$ cat src/rtl/hazard_pkg.sv
// Shared definitions for the hazard scoreboard: forward select codes,
// standard Tnew values and the in-flight writer slot record.
package hazard_pkg;

    // Forward source codes driven on fwd_d_sel / fwd_e_sel
    typedef enum logic [1:0] {
        FWD_GRF = 2'd0,
        FWD_E   = 2'd1,
        FWD_M   = 2'd2,
        FWD_W   = 2'd3
    } fwd_sel_e;

    // Cycles after entering E until the result exists
    localparam logic [1:0] TNEW_PC  = 2'd0;
    localparam logic [1:0] TNEW_ALU = 2'd1;
    localparam logic [1:0] TNEW_DM  = 2'd2;

    // Width of the tnew field stored in each slot
    localparam int unsigned SLOT_TW = 2;

    typedef struct packed {
        logic               valid;
        logic               we;
        logic [4:0]         wa;
        logic [SLOT_TW-1:0] tnew;
    } slot_t;

    // Saturating decrement applied as a writer advances one stage
    function automatic logic [SLOT_TW-1:0] tnew_dec(input logic [SLOT_TW-1:0] t);
        return (t == '0) ? '0 : t - SLOT_TW'(1);
    endfunction

endpackage

$ cat src/rtl/hazard_port_match.sv
// One read port checked against an ordered list of in-flight writer slots
// (index 0 = youngest). Produces the forward select and the stall term.
module hazard_port_match
    import hazard_pkg::*;
#(
    parameter int unsigned NSLOT = 3,
    parameter int unsigned TW    = SLOT_TW
) (
    input  logic [4:0]         ra_i,
    input  logic               ruse_i,
    input  logic [TW-1:0]      tuse_i,
    input  slot_t [NSLOT-1:0]  slots_i,
    input  logic [2*NSLOT-1:0] codes_i,
    output logic [1:0]         sel_o,
    output logic               stall_o
);

    logic found;

    // Only the youngest matching writer counts; an unready one blocks older slots
    always_comb begin
        sel_o   = FWD_GRF;
        stall_o = 1'b0;
        found   = 1'b0;
        for (int unsigned k = 0; k < NSLOT; k++) begin
            if (!found && ruse_i && slots_i[k].valid && slots_i[k].we &&
                (slots_i[k].wa == ra_i) && (slots_i[k].wa != 5'd0)) begin
                found = 1'b1;
                if (slots_i[k].tnew == '0) begin
                    sel_o = codes_i[2*k +: 2];
                end
                stall_o = (TW'(slots_i[k].tnew) > tuse_i);
            end
        end
    end

endmodule

$ cat src/rtl/hazard_scoreboard.sv
// Unified stall and forwarding controller for the 5-stage pipeline.
// Tracks writers in E/M/W with a Tnew countdown and a mult/div busy counter.
module hazard_scoreboard
    import hazard_pkg::*;
#(
    parameter int unsigned NUM_RD   = 2,
    parameter int unsigned TW       = SLOT_TW,
    parameter int unsigned MULT_LAT = 5,
    parameter int unsigned DIV_LAT  = 10,
    parameter int unsigned CW       = 4   // must hold max(MULT_LAT, DIV_LAT)
) (
    input  logic                 clk,
    input  logic                 reset,
    input  logic [NUM_RD*5-1:0]  d_ra,
    input  logic [NUM_RD-1:0]    d_ruse,
    input  logic [NUM_RD*TW-1:0] d_tuse,
    input  logic                 d_we,
    input  logic [4:0]           d_wa,
    input  logic [TW-1:0]        d_tnew,
    input  logic                 d_md_op,
    input  logic                 d_md_start,
    input  logic                 d_md_div,
    output logic                 stall,
    output logic [NUM_RD*2-1:0]  fwd_d_sel,
    output logic [NUM_RD*2-1:0]  fwd_e_sel,
    output logic                 md_busy
);

    slot_t                e_q, e_d, m_q, m_d, w_q, w_d;
    logic [NUM_RD*5-1:0]  e_ra_q, e_ra_d;
    logic [NUM_RD-1:0]    e_ruse_q, e_ruse_d;
    logic [CW-1:0]        cnt_q, cnt_d;
    logic [NUM_RD-1:0]    d_stall_terms;
    logic [NUM_RD-1:0]    e_stall_unused;

    slot_t [2:0] d_slots;
    slot_t [1:0] e_slots;

    localparam logic [5:0] D_CODES = {FWD_W, FWD_M, FWD_E};
    localparam logic [3:0] E_CODES = {FWD_W, FWD_M};

    assign d_slots = {w_q, m_q, e_q};
    assign e_slots = {w_q, m_q};

    assign md_busy = (cnt_q != '0);
    assign stall   = (|d_stall_terms) || (d_md_op && md_busy);

    // Per-port matchers: D ports see E/M/W, E ports see M/W
    for (genvar i = 0; i < NUM_RD; i++) begin : g_port
        hazard_port_match #(.NSLOT(3), .TW(TW)) u_d_match (
            .ra_i    (d_ra[5*i +: 5]),
            .ruse_i  (d_ruse[i]),
            .tuse_i  (d_tuse[TW*i +: TW]),
            .slots_i (d_slots),
            .codes_i (D_CODES),
            .sel_o   (fwd_d_sel[2*i +: 2]),
            .stall_o (d_stall_terms[i])
        );

        hazard_port_match #(.NSLOT(2), .TW(TW)) u_e_match (
            .ra_i    (e_ra_q[5*i +: 5]),
            .ruse_i  (e_ruse_q[i]),
            .tuse_i  ('0),
            .slots_i (e_slots),
            .codes_i (E_CODES),
            .sel_o   (fwd_e_sel[2*i +: 2]),
            .stall_o (e_stall_unused[i])
        );
    end

    // Next slot contents and md counter; a stall injects a bubble into E
    always_comb begin
        e_d      = '0;
        e_ra_d   = '0;
        e_ruse_d = '0;
        if (!stall) begin
            e_d.valid = 1'b1;
            e_d.we    = d_we;
            e_d.wa    = d_wa;
            e_d.tnew  = SLOT_TW'(d_tnew);
            e_ra_d    = d_ra;
            e_ruse_d  = d_ruse;
        end

        m_d      = e_q;
        m_d.tnew = tnew_dec(e_q.tnew);
        w_d      = m_q;
        w_d.tnew = tnew_dec(m_q.tnew);

        cnt_d = cnt_q;
        if (d_md_start && !stall) begin
            cnt_d = d_md_div ? CW'(DIV_LAT) : CW'(MULT_LAT);
        end else if (cnt_q != '0) begin
            cnt_d = cnt_q - CW'(1);
        end
    end

    // Slot shift register and md counter state
    always_ff @(posedge clk) begin
        if (reset) begin
            e_q      <= '0;
            m_q      <= '0;
            w_q      <= '0;
            e_ra_q   <= '0;
            e_ruse_q <= '0;
            cnt_q    <= '0;
        end else begin
            e_q      <= e_d;
            m_q      <= m_d;
            w_q      <= w_d;
            e_ra_q   <= e_ra_d;
            e_ruse_q <= e_ruse_d;
            cnt_q    <= cnt_d;
        end
    end

endmodule
$ cat config.mk
export PLATFORM = sky130hd
export DESIGN_NAME = hazard_scoreboard
export DESIGN_NICKNAME = d
export VERILOG_FILES = /design/src/rtl/hazard_pkg.sv /design/src/rtl/hazard_port_match.sv /design/src/rtl/hazard_scoreboard.sv
export SDC_FILE = /design/constraint.sdc
export NUM_CORES = 1
export LEC_CHECK = 0
export ABC_AREA = 1
export BUFFER_PORTS_ARGS = -buffer_cell sky130_fd_sc_hd__buf_2
export CORE_MARGIN = 1
export CORE_UTILIZATION = 54
export CTS_CLUSTER_DIAMETER = 50
export DETAILED_ROUTE_END_ITERATION = 10
export PLACE_DENSITY = 0.86
export SLEW_MARGIN = 10
export SYNTH_ARGS = -nofsm -noshare
export SYNTH_HDL_FRONTEND = slang
export SYNTH_SLANG_ARGS = --single-unit
$ cat constraint.sdc
create_clock -name clk -period 1.8 [get_ports clk]
set_input_delay 0.09 -clock clk [delete_from_list [all_inputs] [get_ports clk]]
set_output_delay 0.09 -clock clk [all_outputs]
set_load 0.01 [all_outputs]
Yosys cells after proc, flatten, opt, wreduce, memory -nomap -nowiden
Cells that the tools add are included.

operators by class
  eq/ne operators = 10
  reductions and logical operators = 68
  add/subtract/negate cells = 3
  $lt $le $gt $ge = 6
  mux-type cells = 34

operator list
  operator                                          number
  equality test 5 bit                               10
  logical AND 1 bit                                 48
  two-way mux 2 bit                                 16
  nonzero test 5 bit                                3
  two-way mux 1 bit                                 14
  > comparator 2 bit                                6
  two-way mux 4 bit                                 3
  two-way mux 9 bit                                 1
  OR reduction 2 bit                                4
  logical NOT 1 bit                                 7
  logical NOT 2 bit                                 3
  nonzero test 4 bit                                1
  subtractor 2 x 1 -> 2 bit, second input constant  2
  subtractor 4 x 1 -> 4 bit, second input constant  1
  nonzero test 2 bit                                1
  logical OR 1 bit                                  1

storage, ports and cells
  register bits after elaboration = 43

Longest topological paths before layout
  word-level depth = 24
  gate-level depth with buffers = 16

Modules after synthesis
A second synthesis with hierarchy kept.

unflattened totals
  cells, all modules = 636
  area total of the unflattened synthesis = 3719.8 um^2

modules (own cells, without submodules)
  module                                       instances  cells each  area each (um^2)
  hazard_scoreboard                            1          162         1467.7
  hazard_port_match (g_port[0].u_d_match ...)  2          143         671.9
  hazard_port_match (g_port[0].u_e_match ...)  2          94          454.2

Least setup slack after synthesis
No wires, ideal clock.

  kind = register to register
  from = register m_q (netlist bit d_slots[11])
  to = register e_ra_q[0]
  stages on the path, launching flop included = 15
  arrival time = 1584 ps
  setup slack = 101 ps
  clock period less this slack = 1699 ps
  path buffers = 2
  cell sequence = dfxtp_1 buf_2 nor2_1 nand4_1 nand2_1 nor2_2 nor2_1 nand2_1 nor2_1 nor2_4 nand2_2 nor2_4 inv_2 buf_6 nor2_2

on the way
  word-level cells in the longest chain between the ends = 14
  elaborated cells on any way between the ends = 28
  those cells by class = eq/ne: 2; mux: 6; reduce/logical: 20

RTL lines
  item                                   RTL line                  source
  start, declared                        hazard_scoreboard.sv:29   slot_t e_q, e_d, m_q, m_d, w_q, w_d;
  start signal, assigned                 hazard_scoreboard.sv:109  m_q <= m_d;
  equality test 5 bit                    hazard_port_match.sv:27   (slots_i[k].wa == ra_i) && (slots_i[k].wa != 5'd0)) begin
  logical AND 1 bit                      hazard_port_match.sv:26   if (!found && ruse_i && slots_i[k].valid && slots_i[k].we &&
  logical AND 1 bit                      hazard_port_match.sv:27
  two-way mux 1 bit                      hazard_port_match.sv:26
  logical NOT 1 bit                      hazard_port_match.sv:26
  logical AND 1 bit (4 in series)        hazard_port_match.sv:26
  logical AND 1 bit                      hazard_port_match.sv:27
  two-way mux 1 bit                      hazard_port_match.sv:26
  OR reduction 2 bit *                   hazard_scoreboard.sv:46   assign stall = (|d_stall_terms) || (d_md_op && md_busy);
  logical OR 1 bit *                     hazard_scoreboard.sv:46
  net stall                              hazard_scoreboard.sv:23   output logic stall,
  OR reduction 2 bit (no source line) *  -
  end signal, assigned                   hazard_scoreboard.sv:111  e_ra_q <= e_ra_d;
  end, declared                          hazard_scoreboard.sv:30   logic [NUM_RD*5-1:0] e_ra_q, e_ra_d;

Mark *: on every way through the listed nets, which the timed path passes. The rest lies on a longest branch.
A chain may end at the register's enable or synchronous reset.

Final worst setup path
  from = register m_q (netlist bit d_slots[16])
  to = register cnt_q[1]

on the way
  word-level cells in the longest chain between the ends = 16
  elaborated cells on any way between the ends = 30
  those cells by class = mux: 7; reduce/logical: 23

RTL lines
  item                                                     RTL line                  source
  logical AND 1 bit (2 in series)                          hazard_port_match.sv:26
  logical AND 1 bit                                        hazard_port_match.sv:27
  two-way mux 1 bit                                        hazard_port_match.sv:26
  logical NOT 1 bit                                        hazard_port_match.sv:26
  logical AND 1 bit (4 in series)                          hazard_port_match.sv:26
  logical AND 1 bit                                        hazard_port_match.sv:27
  two-way mux 1 bit                                        hazard_port_match.sv:26
  OR reduction 2 bit *                                     hazard_scoreboard.sv:46
  logical OR 1 bit *                                       hazard_scoreboard.sv:46
  logical NOT 1 bit *                                      hazard_scoreboard.sv:91   if (d_md_start && !stall) begin
  logical AND 1 bit *                                      hazard_scoreboard.sv:91
  two-way mux 4 bit or nonzero test 2 bit (tied branches)  -
  end signal, assigned                                     hazard_scoreboard.sv:113  cnt_q <= cnt_d;
  end, declared                                            hazard_scoreboard.sv:32   logic [CW-1:0] cnt_q, cnt_d;

Mark *: on every way between the ends. The rest lies on a longest branch, timed or not.

==> summary.txt <==
CTS
  – Clock Pin Slew Worst Setup and Hold Paths: 90 ps
  – Clock Sinks: 43
  – CTS root buffer: clkbuf_8
  – Cts bufs inserted: 5
  – H-Tree Depth: 2
  – Worst-Skew Late Latency: 310 ps
  – Longest Clk Path Bufs: 2
  – CTS tree: yes

Setup path
  – Worst Path Max Fanout: 4
  – Required @ worst endpoint: 2000 ps
  – CP Data Arrival Time: 2400 ps
  – Reg-to-Reg Start: d_slots[16]$_SDFF_PP0_
  – Type of origin of the critical path: flip-flop
  – Crit end category: flip-flop
  – Critical path class: flip-flop to flip-flop
  – Worst Setup SP: d_slots[16]$_SDFF_PP0_

Power
  – Switching Share: 0.405
  – Sequential power share: 0.309
  – Clk pwr share: 0.224
  – Max VDD drop: 829 uV
  – P_sw: 1.67 mW
  – P per Cell Area: 997 nW/um^2
  – Combinational Power Share: 0.467
  – Leak pwr: 2.06 nW
  – Internal power: 2.45 mW

Synth
  – Synth Flop Type: dfxtp_1
  – Post-synthesis sequential area ratio: 0.321
  – Post-synthesis average cell area: 6.47 sq um
  – Post-synth top area share: 0.321
  – Main area contributors after synthesis: dfxtp_1 32%, nand2_1 16%, inv_1 8.8%
  – Count leader, synth: nand2_1
  – Cell taking the most area after synthesis: dfxtp_1
  – #FFs+latches synth: 43
  – Syn Nets: 459
  – Synth warn: 0
  – Post-synth EDFFs: 0
  – Synth cell count leaders: 114 x nand2_1, 63 x inv_1, 57 x nor2_1
  – Synth async-reset ratio: 0
  – Post-synth cell types: 24
  – Cell area after synthesis: 2680 sq um
  – Post-Syn Instances: 414

Final layout
  – Share of post-route cells with drive strength above 1: 0.479
  – Antenna cells: 0
  – Reg area: 900 sq um
  – Final net count: 562
  – Area grow syn2layout: 54.4%
  – Multi-input gate area: 1930 sq um
  – Fillers: 204

Global routing
  – Total Routing Usage GR: 0.332
  – Vias in the first global route: 2930
  – Largest net degree at the start of global routing: 22
  – GRT overflow: 0
  – First-pass GRT wire length: 13300 um
  – Initial antenna violation count: 0

STA
  – Fin Setup TNS: -11160 ps
  – Final Critical Period: 2200 ps
  – Hold_ws: -2.20 ps
  – Maximum operating frequency: 455 MHz
  – Max-slew headroom: 0.696
  – Pins Over Slew Limit: 0
  – Final hold viol count: 1
  – Setup WS post-layout: -400 ps
  – Setup-failing EPs final: 34
  – Unrepaired setup endpoints after global routing: true
  – Period utilization: 1.22
  – Actual slew at the worst max-slew pin: 451 ps
  – Clock skew: 8.53 ps

Floorplanning
  – Die width: 72.4 um
  – Die Y-Extent: 72.4 um
  – # rows: 25
  – IO Count: 39
  – Core area: 4750 sq um
  – Die ar.: 5250 sq um
  – Initial Util: 0.563

Placement
  – Pre-CTS WS: -249 ps
  – Hpwl dp: 5430 um
  – GPL Wtd Cong: 0.963
  – Port buffer count: 38

Outcome
  – Failing checks: negative hold slack, negative setup slack
  – Status: finished, violations left

Min path
  – Hold Crit Class: primary input to flip-flop
  – Worst Min Path Start: d_wa[2]

Drt
  – Pre-Repair DR Iteration Count: 6
  – Initial drt markers: 511
  – Number of antenna-violating nets in the routed design: 0
  – Post-DR vias/cell: 6.10
  – DRC viols: 0
  – Routed WL per cell: 20.2 um
  – WL final: 11800 um
  – Via count: 3569

Job
  – Max-Cap Viols: 0
==> cell usage in the layout, fill, tap and decap left out, types with 13 or more instances in the layout <==
master   instances
buf_4           39
dfxtp_1         26
ha_1            16
nor2_1          38
nor2_4          22
buf_6           23
inv_2           13
buf_2           35
inv_1           54
nand2_2         34
nor2_2          23
nand2_1         78
==> flip-flops by register name (all words and copies together), names as in the netlist <==
name and cells:
d_slots 27, cnt_q 4, e_ruse_q 2, e_ra_q 10
==> power groups by stage <==
| stage | sequential, mW | combinational [mW] | clock (mW) |
|---|---|---|---|
| floorplan | 1.21 | 0.844 | 0 |
| global placement | 1.24 | 1.14 | 0 |
| detailed placement | 1.25 | 1.19 | 0 |
| CTS | 1.23 | 1.40 | 0.905 |
| global route | 1.28 | 2.04 | 0.953 |
| finish | 1.27 | 1.93 | 0.924 |
==> layout make-up <==
cell class | count | area share
Multi-Input combinational cell | 292 | 0.466
Sequential cell | 43 | 0.218
Timing Repair Buffer | 100 | 0.185
Inverter | 73 | 0.0729
Tap cell | 67 | 0.0203
Clock buffer | 5 | 0.0166
Clock inverter | 3 | 0.0163
Timing Repair inverter | 2 | 0.00484
==> through the flow <==
step	hold slack, ps	area [sq um]	power, mW	util	std cells
6_report	-2.20	4140	4.12	0.870	585
5_1_grt	15.9	4140	4.27	0.870	585
4_1_cts	1.88	3600	3.54	0.758	574
3_5_place_dp	300	3170	2.44	0.666	547
3_3_place_gp	298	3170	2.38	0.666	547
2_1_floorplan	162	2680	2.06	-	414
==> per-layer routing <==
layer / up-vias / track usage / share of wire
met1: 1628 / 0.390 / 0.35
met4: 0 / 0.190 / 0.086
li1: 1472 / - / -
met5: - / 0 / 0
met2: 340 / 0.563 / 0.44
met3: 129 / 0.0667 / 0.12
==> cell families after synthesis <==
family                   count (synthesis)  share of synthesized area
AO/OA/AOI/OAI                           21                     0.0411
buffers and inverters                   79                      0.117
flip-flops                              43                      0.321
XOR/XNOR                                17                     0.0556
AND/OR/NAND/NOR                        238                      0.390
adder cells (fa/ha/maj)                 16                     0.0747
==> final timing paths <==
| kind | cells past startpoint | slack (ps) | to |
|---|---|---|---|
| max | 17 | -400 | cnt_q[1]$_SDFFE_PP0P_ |
| min | 3 | -2 | d_slots[4]$_SDFF_PP0_ |
| max reg2reg | 17 | -400 | cnt_q[1]$_SDFFE_PP0P_ |
| min reg2reg | 1 | 470 | d_slots[9]$_SDFF_PP0_ |
==> worst max-delay path: stages, from the launching register on <==
cell and delay [ps]:
dfxtp_1 370, nand2_1 100, inv_2 130, nand2_1 90, nor2_1 160, nand2_1 120
nor2_4 170, nor2_4 60, nand2_2 80, nor2_4 60, nor2_4 130, buf_6 110
buf_6 100, nand3_4 90, nand2_2 100, nand2_2 50, nor2_1 120, nor2_1 50
==> repair_timing <==
| item | CTS | global route |
|---|---|---|
| endpoints found under the hold margin | 2 | 0 |
| setup buffers | 15 | 12 |
| setup endpoints to repair | 31 | 34 |
| hold buffers | 2 | 0 |
| gates cloned | 2 | 0 |
| pin swaps | 20 | 49 |
| resized for setup | 52 | 127 |
Note: power is estimated with default switching activity, not from simulation.
